==> config.mk <==
export PLATFORM = sky130hd
export DESIGN_NAME = spi_master_param
export DESIGN_NICKNAME = d
export VERILOG_FILES = /design/src/rtl/spi_master_param.sv
export SDC_FILE = /design/constraint.sdc
export NUM_CORES = 1
export LEC_CHECK = 0
export CAP_MARGIN = 25
export CORE_UTILIZATION = 45
export CTS_BUF_LIST = sky130_fd_sc_hd__clkbuf_16
export CTS_CLUSTER_SIZE = 20
export DETAILED_ROUTE_END_ITERATION = 12
export PLACE_DENSITY = 0.72
export SETUP_SLACK_MARGIN = 0.2
export SLEW_MARGIN = 20
export SYNTH_ARGS = -nofsm -noshare
export SYNTH_HDL_FRONTEND = slang
export SYNTH_SLANG_ARGS = --single-unit
==> constraint.sdc <==
create_clock -name clk -period 1.75 [get_ports clk]
set_input_delay 0.35 -clock clk [delete_from_list [all_inputs] [get_ports clk]]
set_output_delay 0.35 -clock clk [all_outputs]
set_load 0.01 [all_outputs]
==> src/rtl/spi_master_param.sv <==
// rtl/spi_master_param.sv - parametrised SPI master with CPOL/CPHA, bit order, select mask and abort
module spi_master_param #(
    parameter int DATA_W = 8,
    parameter int NUM_SS = 8
) (
    input  logic              clk,
    input  logic              rst_n,
    input  logic              start,
    input  logic [DATA_W-1:0] data_m,
    input  logic [7:0]        spcon,
    input  logic [7:0]        spibr,
    input  logic [NUM_SS-1:0] spssn,
    input  logic              miso,
    output logic [DATA_W-1:0] data_r_m,
    output logic              mosi,
    output logic              sck,
    output logic [NUM_SS-1:0] ssn,
    output logic              busy,
    output logic              done
);
    localparam int EDGE_W = $clog2(2 * DATA_W);
    localparam logic [EDGE_W-1:0] LAST_EDGE = EDGE_W'(2 * DATA_W - 1);

    typedef enum logic [2:0] {
        IDLE,
        SETUP,
        XFER,
        HOLD,
        DONE
    } state_t;

    state_t state, state_next;

    // Half-period counter is 9 bits so spibr=255 (H=256) counts without wrapping.
    logic [8:0]        h_cnt;
    logic [8:0]        h_max;
    logic [EDGE_W-1:0] edge_cnt;
    logic              cpol_l;
    logic              cpha_l;
    logic              lsbfe_l;
    logic [DATA_W-1:0] tx_sr;
    logic [DATA_W-1:0] rx_sr;
    logic              spen;
    logic              accept;
    logic              half_end;
    logic              leading;
    logic              unused_spcon;

    assign spen         = spcon[0];
    assign unused_spcon = ^spcon[7:4];
    assign accept       = (state == IDLE) && start && spen;
    assign half_end     = (h_cnt == h_max);
    // Even edge counts are leading edges (away from cpol), odd ones trailing.
    assign leading      = ~edge_cnt[0];

    function automatic logic first_bit(input logic [DATA_W-1:0] d, input logic lsb);
        return lsb ? d[0] : d[DATA_W-1];
    endfunction

    function automatic logic [DATA_W-1:0] shift_out(input logic [DATA_W-1:0] d, input logic lsb);
        return lsb ? (d >> 1) : (d << 1);
    endfunction

    // Receive assembles in transmit order so the result aligns with data_m.
    function automatic logic [DATA_W-1:0] shift_in(input logic [DATA_W-1:0] d, input logic lsb,
                                                   input logic b);
        return lsb ? {b, d[DATA_W-1:1]} : {d[DATA_W-2:0], b};
    endfunction

    // State register.
    always_ff @(posedge clk or negedge rst_n) begin
        if (!rst_n) begin
            state <= IDLE;
        end else begin
            state <= state_next;
        end
    end

    // Next-state: phase lengths come from the half-period and edge counters; spen low aborts.
    always_comb begin
        state_next = state;
        case (state)
            IDLE:  if (accept) state_next = SETUP;
            SETUP: begin
                if (!spen)         state_next = IDLE;
                else if (half_end) state_next = XFER;
            end
            XFER: begin
                if (!spen)                                 state_next = IDLE;
                else if (half_end && edge_cnt == LAST_EDGE) state_next = HOLD;
            end
            HOLD: begin
                if (!spen)         state_next = IDLE;
                else if (half_end) state_next = DONE;
            end
            DONE:    state_next = IDLE;
            default: state_next = IDLE;
        endcase
    end

    // Half-period counter restarts on every phase change and every half-period.
    always_ff @(posedge clk or negedge rst_n) begin
        if (!rst_n) begin
            h_cnt <= '0;
        end else if (state == IDLE || state_next != state || half_end) begin
            h_cnt <= '0;
        end else begin
            h_cnt <= h_cnt + 9'd1;
        end
    end

    // Datapath and registered pin outputs.
    always_ff @(posedge clk or negedge rst_n) begin
        if (!rst_n) begin
            sck      <= 1'b0;
            mosi     <= 1'b0;
            ssn      <= '1;
            busy     <= 1'b0;
            done     <= 1'b0;
            data_r_m <= '0;
            cpol_l   <= 1'b0;
            cpha_l   <= 1'b0;
            lsbfe_l  <= 1'b0;
            h_max    <= '0;
            edge_cnt <= '0;
            tx_sr    <= '0;
            rx_sr    <= '0;
        end else begin
            done <= 1'b0;
            case (state)
                IDLE: begin
                    sck  <= spcon[2];
                    mosi <= 1'b0;
                    ssn  <= '1;
                    busy <= 1'b0;
                    if (accept) begin
                        cpol_l   <= spcon[2];
                        cpha_l   <= spcon[1];
                        lsbfe_l  <= spcon[3];
                        h_max    <= {1'b0, spibr};
                        ssn      <= ~spssn;
                        busy     <= 1'b1;
                        edge_cnt <= '0;
                        rx_sr    <= '0;
                        if (spcon[1]) begin
                            tx_sr <= data_m;
                        end else begin
                            // CPHA=0 presents the first bit before the first edge.
                            mosi  <= first_bit(data_m, spcon[3]);
                            tx_sr <= shift_out(data_m, spcon[3]);
                        end
                    end
                end
                SETUP, XFER, HOLD: begin
                    if (!spen) begin
                        ssn  <= '1;
                        sck  <= cpol_l;
                        mosi <= 1'b0;
                        busy <= 1'b0;
                    end else if (half_end) begin
                        if (state == XFER) begin
                            sck      <= ~sck;
                            edge_cnt <= edge_cnt + 1'b1;
                            if (leading == cpha_l) begin
                                mosi  <= first_bit(tx_sr, lsbfe_l);
                                tx_sr <= shift_out(tx_sr, lsbfe_l);
                            end else begin
                                rx_sr <= shift_in(rx_sr, lsbfe_l, miso);
                            end
                        end else if (state == HOLD) begin
                            done     <= 1'b1;
                            data_r_m <= rx_sr;
                            busy     <= 1'b0;
                            ssn      <= '1;
                        end
                    end
                end
                DONE: begin
                    mosi <= 1'b0;
                end
                default: begin
                    mosi <= 1'b0;
                end
            endcase
        end
    end
endmodule

==> metrics.txt, run 1 <==
status=finished with violations; failing checks=setup timing; Synth Instances=between 300 and 400; GRT Residual Overflow=0; final WL=7600 um; GR peak layer=met2; chip width=just under 90 um; non-filler cells in the finished layout=around 500; CTS Sinks=63; pwr/cell area=about 930 mW/mm^2; CTS tree=yes; sequential-to-total area share from yosys stat=0.491; synthesis warning total=0; final instance area=~0.0046 sq mm; number of antenna violations at the first check in global routing=0; DR pass1 iterations=4; Hold Vio Cnt, Final=0; All-Layer GR Usage=0.221; Slew headroom=0.691; placed insts=roughly 480; Synth Area per Inst=about 10 sq um; H-Tree Depth=3; RSZ-0062 raised after global routing=yes; share of post-route cells with drive strength above 1=0.291; Commonest cells post-synth=dfrtp_1, nand2_1, nor2_1; CTS Hold Buffers Added=0; Max IR drop VDD=0.000601 V; max frequency=about 0.52 GHz; Net Sw Power=1170 uW; Multi-input gate area=roughly 0.0017 sq mm; met2 Use GR=0.387; CTS root buf=clkbuf_16; CP arrival=~2.1 ns; Design Power=~4300 uW; critical path capture point type=flip-flop; diodes inserted=0; Initial Util=0.470; area growth from synthesis to layout=43.6%; Worst-Margin Slew=between 0.4 and 0.5 ns; critical-path maximum fanout=8; Max-cap violations=0; vias post-DR=~2600; cell area after placement=between 0.004 and 0.005 sq mm; Mapped Area=0.00323 sq mm; vias in the first global route=around 2700; M3 GR Usage=0.0524; nets=about 440; Final Max Slew Viols=0; final worst setup slack=-0.174 ns; WL/cell=15.3 um; routing usage on met1=0.263; count of endpoints failing setup in the final report=49; Final HPWL DP=about 5000 um; Clock Tree Buf Depth=2; combinational share of power=0.199; sw frac=0.270; Post-Syn Nets=between 300 and 400; Worst-Skew Late Latency=0.33 ns; power share of the sequential group=0.404; Chip Height=slightly below 90 um; Core Area=around 0.0069 sq mm; row count=30; Boundary Pins=between 50 and 60; 1st-iter DRT viols=120; leading area contributor after synthesis=dfrtp_1; utilization after layout=0.675; Reg area=about 0.0016 sq mm; CP Launch Type=flip-flop; largest net degree at the start of global routing=64; number of synthesized flops with an enable pin=0; ranking of synthesized cells by area=dfrtp_1, mux2i_1, dfstp_2; Int Power=between 3000 and 4000 uW; HP Class=input pin to asynchronous set/reset pin; cell with the most instances after synthesis=dfrtp_1; post-route clock period utilization=1.10; Filler cells=520; Num CTS Buffers=9; Clock transition at path regs=approximately 0.050 ns; DRC Markers=0; Yosys reg bits=63; top cell type's share of synthesized area=0.426; CP required=about 2.0 ns; Worst Skew=0.00577 ns; DP Worst Slack=-0.347 ns; Async S/R FF share, synth=1.00; routability cong.=approximately 0.84; Unique masters post-synth=44; total die area=~0.0075 sq mm; Clock power frac=0.397; first-pass GRT wire length=~13000 um; static leakage=0.00210 uW; Tmin final=just under 2 ns; prevailing post-synth register cell=dfrtp_1; DR vias/cell=5.23; ANT nets after route=0; Worst Path Class, Setup=flip-flop to flip-flop; PortBufs=51
[metal layers]
metal,wire length [um],vias up
met4,144,0
li1,-,1272
met1,3370,1247
met2,3740,68
met3,339,17
met5,0,-
[cell usage in the layout (no fill, tap or decap), drive strengths merged, types with 5 or more instances in the layout]
cell | Yosys | routed
clkdlybuf4s50 | 0 | 30
dfstp | 8 | 8
nand4 | 5 | 5
dfrtp | 55 | 55
nand3 | 14 | 15
dlygate4sd2 | 0 | 20
nor2 | 26 | 26
inv | 6 | 7
xor2 | 10 | 10
mux2i | 25 | 25
o31ai | 8 | 8
a21oi | 16 | 16
nand2 | 45 | 45
buf | 9 | 42
o21ai | 7 | 7
a211oi | 8 | 8
mux2 | 18 | 18
clkbuf | 9 | 9
nor2b | 5 | 5
a2bb2oi | 8 | 8
xnor2 | 5 | 5
[power groups by stage]
stage               Sequential, uW  Clock (uW)  Combinational [uW]
floorplan                     1730           0                 505
global placement              1760           0                 794
detailed placement            1770           0                 818
CTS                           1750        1740                 863
global route                  1770        1800                 946
finish                        1750        1720                 863
[critical path, stage by stage (launching register included)]
cell       delay [ns]
dfrtp_1          0.40
xor2_2           0.19
a2111oi_4        0.36
and3_4           0.25
buf_12           0.13
mux2_4           0.29
a22o_1           0.17
[worst paths after layout]
check                      cells past startpoint  slack (ns)                       to                  from
max in group asynchronous                      2        1.42       ssn[4]$_DFFE_PN1P_                 rst_n
setup reg to reg                               6       -0.17  edge_cnt[0]$_DFFE_PN0P_  h_max[5]$_DFFE_PN0P_
min in group clk                               2        0.50     h_max[1]$_DFFE_PN0P_  h_max[1]$_DFFE_PN0P_
hold / removal                                 2        0.03     h_max[3]$_DFFE_PN0P_                 rst_n
hold reg to reg                                2        0.50     h_max[1]$_DFFE_PN0P_  h_max[1]$_DFFE_PN0P_
setup / recovery                               6       -0.17  edge_cnt[0]$_DFFE_PN0P_  h_max[5]$_DFFE_PN0P_
[registers in the layout (all words and copies together) (netlist names)]
signal and cells:
done 1, data_r_m 8, mosi 1, cpol_l 1
h_cnt 9, h_max 8, busy 1, lsbfe_l 1
sck 1, tx_sr 8, state 3, cpha_l 1
edge_cnt 4, ssn 8, rx_sr 8
[through the flow]
step	TNS, ns	hold WS [ns]
after detailed placement	-10.77	0.388
final	-4.32	0.0268
after global placement	-8.67	0.388
after floorplan	-2.51	0.0544
after CTS	-4.32	0.0356
after global routing	-7.87	0.0571
[kinds of logic after synthesis]
| kind of cell | count (synthesis) | synth area share |
|---|---|---|
| AO/OA/AOI/OAI | 55 | 0.122 |
| XOR/XNOR | 15 | 0.0406 |
| buffers and inverters | 24 | 0.0376 |
| multiplexers | 43 | 0.140 |
| flip-flops | 63 | 0.491 |
| adder cells (fa/ha/maj) | 2 | 0.00774 |
| AND/OR/NAND/NOR | 109 | 0.161 |
[layout make-up]
class                      instances  share of cell area
clock inverter                     7              0.0140
timing repair buffer              92               0.195
inverter                           6             0.00485
clock buffer                       9              0.0485
multi-input combinational        225               0.370
tap                               96              0.0259
sequential                        63               0.342
[repair_timing]
item                                    in CTS  in global routing
pin swaps                                    4                  1
gates cloned                                 1                  0
endpoints found under the setup margin      83                 63
setup buffers                                2                  2
resized for setup                           44                  6
No activity file was read; power rests on OpenSTA's default activity.
==> run 2: changes to the inputs <==
--- a/config.mk
+++ b/config.mk
@@ -6,6 +6,7 @@
 export NUM_CORES = 1
 export LEC_CHECK = 0
 export CAP_MARGIN = 25
+export CORE_MARGIN = 2
 export CORE_UTILIZATION = 45
 export CTS_BUF_LIST = sky130_fd_sc_hd__clkbuf_16
 export CTS_CLUSTER_SIZE = 20
==> run 2 against run 1 <==
The flow still finishes with violations (setup timing). Sequential cell count is the same. Clock power grew 3%. Maximum frequency shrank 4.4%. Core utilization grew 1.3 points. Non-clock buffer count grew 7. Critical path depth grew 1. Cell count grew 1.4%. Combinational power grew 2%. First-iteration DRC count grew 15%. Largest cell class unchanged.
==> metrics.txt, run 2 (synthesis gave the netlist of run 1 again) <==
status=finished with violations; failing checks=setup timing; CP Launch Type=flip-flop; vias post-DR=roughly 2700; Worst-Skew Late Latency=roughly 0.33 ns; ANT nets after route=0; pwr/cell area=around 930 mW/mm^2; final WL=7830 um; GRT Residual Overflow=0; HP Class=input pin to asynchronous set/reset pin; Num CTS Buffers=9; Initial Util=0.470; number of antenna violations at the first check in global routing=0; Multi-input gate area=0.00173 sq mm; Worst-Margin Slew=~0.46 ns; most frequent cells in the layout=dfrtp_1, nand2_1, buf_4; CP required=just under 2 ns; Core Area=0.00687 sq mm; Tmin final=2.01 ns; Worst Skew=around 0.005 ns; DRC Markers=0; total negative slack=-6.33 ns; area growth from synthesis to layout=46.3%; critical path capture point type=flip-flop; H-Tree Depth=3; Max-cap violations=0; final worst setup slack=-0.262 ns; WL/cell=15.5 um; WP buf/inv=2; chip width=between 80 and 90 um; r2r setup slk=-0.26 ns; All-Layer GR Usage=0.214; CP arrival=2.22 ns; Boundary Pins=56; largest reg by FF count=h_cnt; DR vias/cell=around 5.3; Slew headroom=0.696; vias in the first global route=approximately 2700; Filler cells=532; Final Max Slew Viols=0; commonest non-fill, non-tap cell in the layout=dfrtp_1; Clock transition at path regs=0.06 ns; slowest stage delay, CP=~0.41 ns; max frequency=about 0.50 GHz; Final HPWL DP=between 4000 and 5000 um; diodes inserted=0; CTS Sinks=63; critical-path maximum fanout=9; row count=30; largest net degree at the start of global routing=64; routability cong.=around 0.86; total die area=about 0.0079 sq mm; Max stage delay cell, worst path=dfrtp_1; PortBufs=about 50; Worst Path Class, Setup=flip-flop to flip-flop; CTS tree=yes; nets=about 440; CTS root buf=clkbuf_16; Chip Height=approximately 90 um; post-route clock period utilization=1.15; DR pass1 iterations=4; 1st-iter DRT viols=approximately 140; Hold Vio Cnt, Final=0; share of post-route cells with drive strength above 1=0.315; Clock Tree Buf Depth=2; crit-path cells=xor2_2 > a2111oi_4 > and3_4 > buf_12 > buf_4 > a211oi_2 > a211oi_1; Reg area=0.00159 sq mm; count of endpoints failing setup in the final report=50; Max IR drop VDD=between 0.0006 and 0.0007 V; max FFs per register=9; critical path's top delay family=compound AO/OA/AOI/OAI gates; static leakage=between 0.002 and 0.0025 uW; first-pass GRT wire length=~13000 um; Hold Slack=0.0239 ns; RSZ-0062 raised after global routing=yes
run 2: cell types whose count changed in the layout (fill, tap and decap cells not counted), sizes merged:
cell           change
clkinvlp           +2
clkinv             -2
buf                +7
dlymetal6s2s       +2
clkdlybuf4s50      -1
dlygate4sd2        -1
run 2: where the power goes:
part	internal (uW)	total [uW]	switching, uW
combinational	477	881	404
sequential	1610	1750	131
clock	1100	1780	675
total	3190	4400	1210
run 2: path summary, 6_finish.rpt:
path / startpoint / end / cells after the start
setup / recovery: h_cnt[5]$_DFF_PN0_ / state[0]$_DFF_PN0_ / 7
hold / removal: rst_n / h_max[7]$_DFFE_PN0P_ / 2
setup reg to reg: h_cnt[5]$_DFF_PN0_ / state[0]$_DFF_PN0_ / 7
hold reg to reg: cpha_l$_DFFE_PN0P_ / cpha_l$_DFFE_PN0P_ / 2
max in group asynchronous: rst_n / ssn[6]$_DFFE_PN1P_ / 2
min in group clk: spcon[0] / mosi$_DFFE_PN0P_ / 4
run 2: routing by layer:
layer | up-vias | wire length, um | track usage | part of all wire
li1 | 1285 | - | - | -
met2 | 63 | 3780 | 0.357 | 0.48
met1 | 1312 | 3530 | 0.264 | 0.45
met4 | 0 | 154 | 0.0909 | 0.020
met5 | - | 0 | 0 | 0
met3 | 12 | 364 | 0.0541 | 0.046
run 2: layout make-up:
type / instances / area share
multi-input cells: 225 / 0.365
flip-flops and latches: 63 / 0.336
repair buffers: 99 / 0.206
clock buffers: 9 / 0.0476
well taps: 96 / 0.0254
clock inverters: 7 / 0.0154
inverters: 6 / 0.00476
run 2: what timing repair did:
item,CTS,global route
pin swaps,4,2
setup buffers,4,5
hold buffers,0,0
endpoints found under the setup margin,82,64
cloned,2,1
resized for setup,45,12
endpoints found under the hold margin,0,0
run 2: per-stage QoR:
step | instance area (sq um) | power (uW) | utilization | worst slack [ns] | cells
final | 4730 | 4400 | 0.688 | -0.262 | 505
after global routing | 4730 | 4610 | 0.688 | -0.270 | 505
after CTS | 4650 | 4420 | 0.677 | -0.167 | 499
after detailed placement | 4150 | 2570 | 0.605 | -0.361 | 477
after global placement | 4150 | 2550 | 0.605 | -0.297 | 477
after floorplan | 3290 | 2230 | - | -0.137 | 311
==> run 3: changes to the inputs <==
--- a/config.mk
+++ b/config.mk
@@ -9,6 +9,7 @@
 export CORE_MARGIN = 2
 export CORE_UTILIZATION = 45
 export CTS_BUF_LIST = sky130_fd_sc_hd__clkbuf_16
+export CTS_CLUSTER_DIAMETER = 80
 export CTS_CLUSTER_SIZE = 20
 export DETAILED_ROUTE_END_ITERATION = 12
 export PLACE_DENSITY = 0.72
==> results of run 3 <==
Final layout, timing and power as in run 2 (identical DEF).
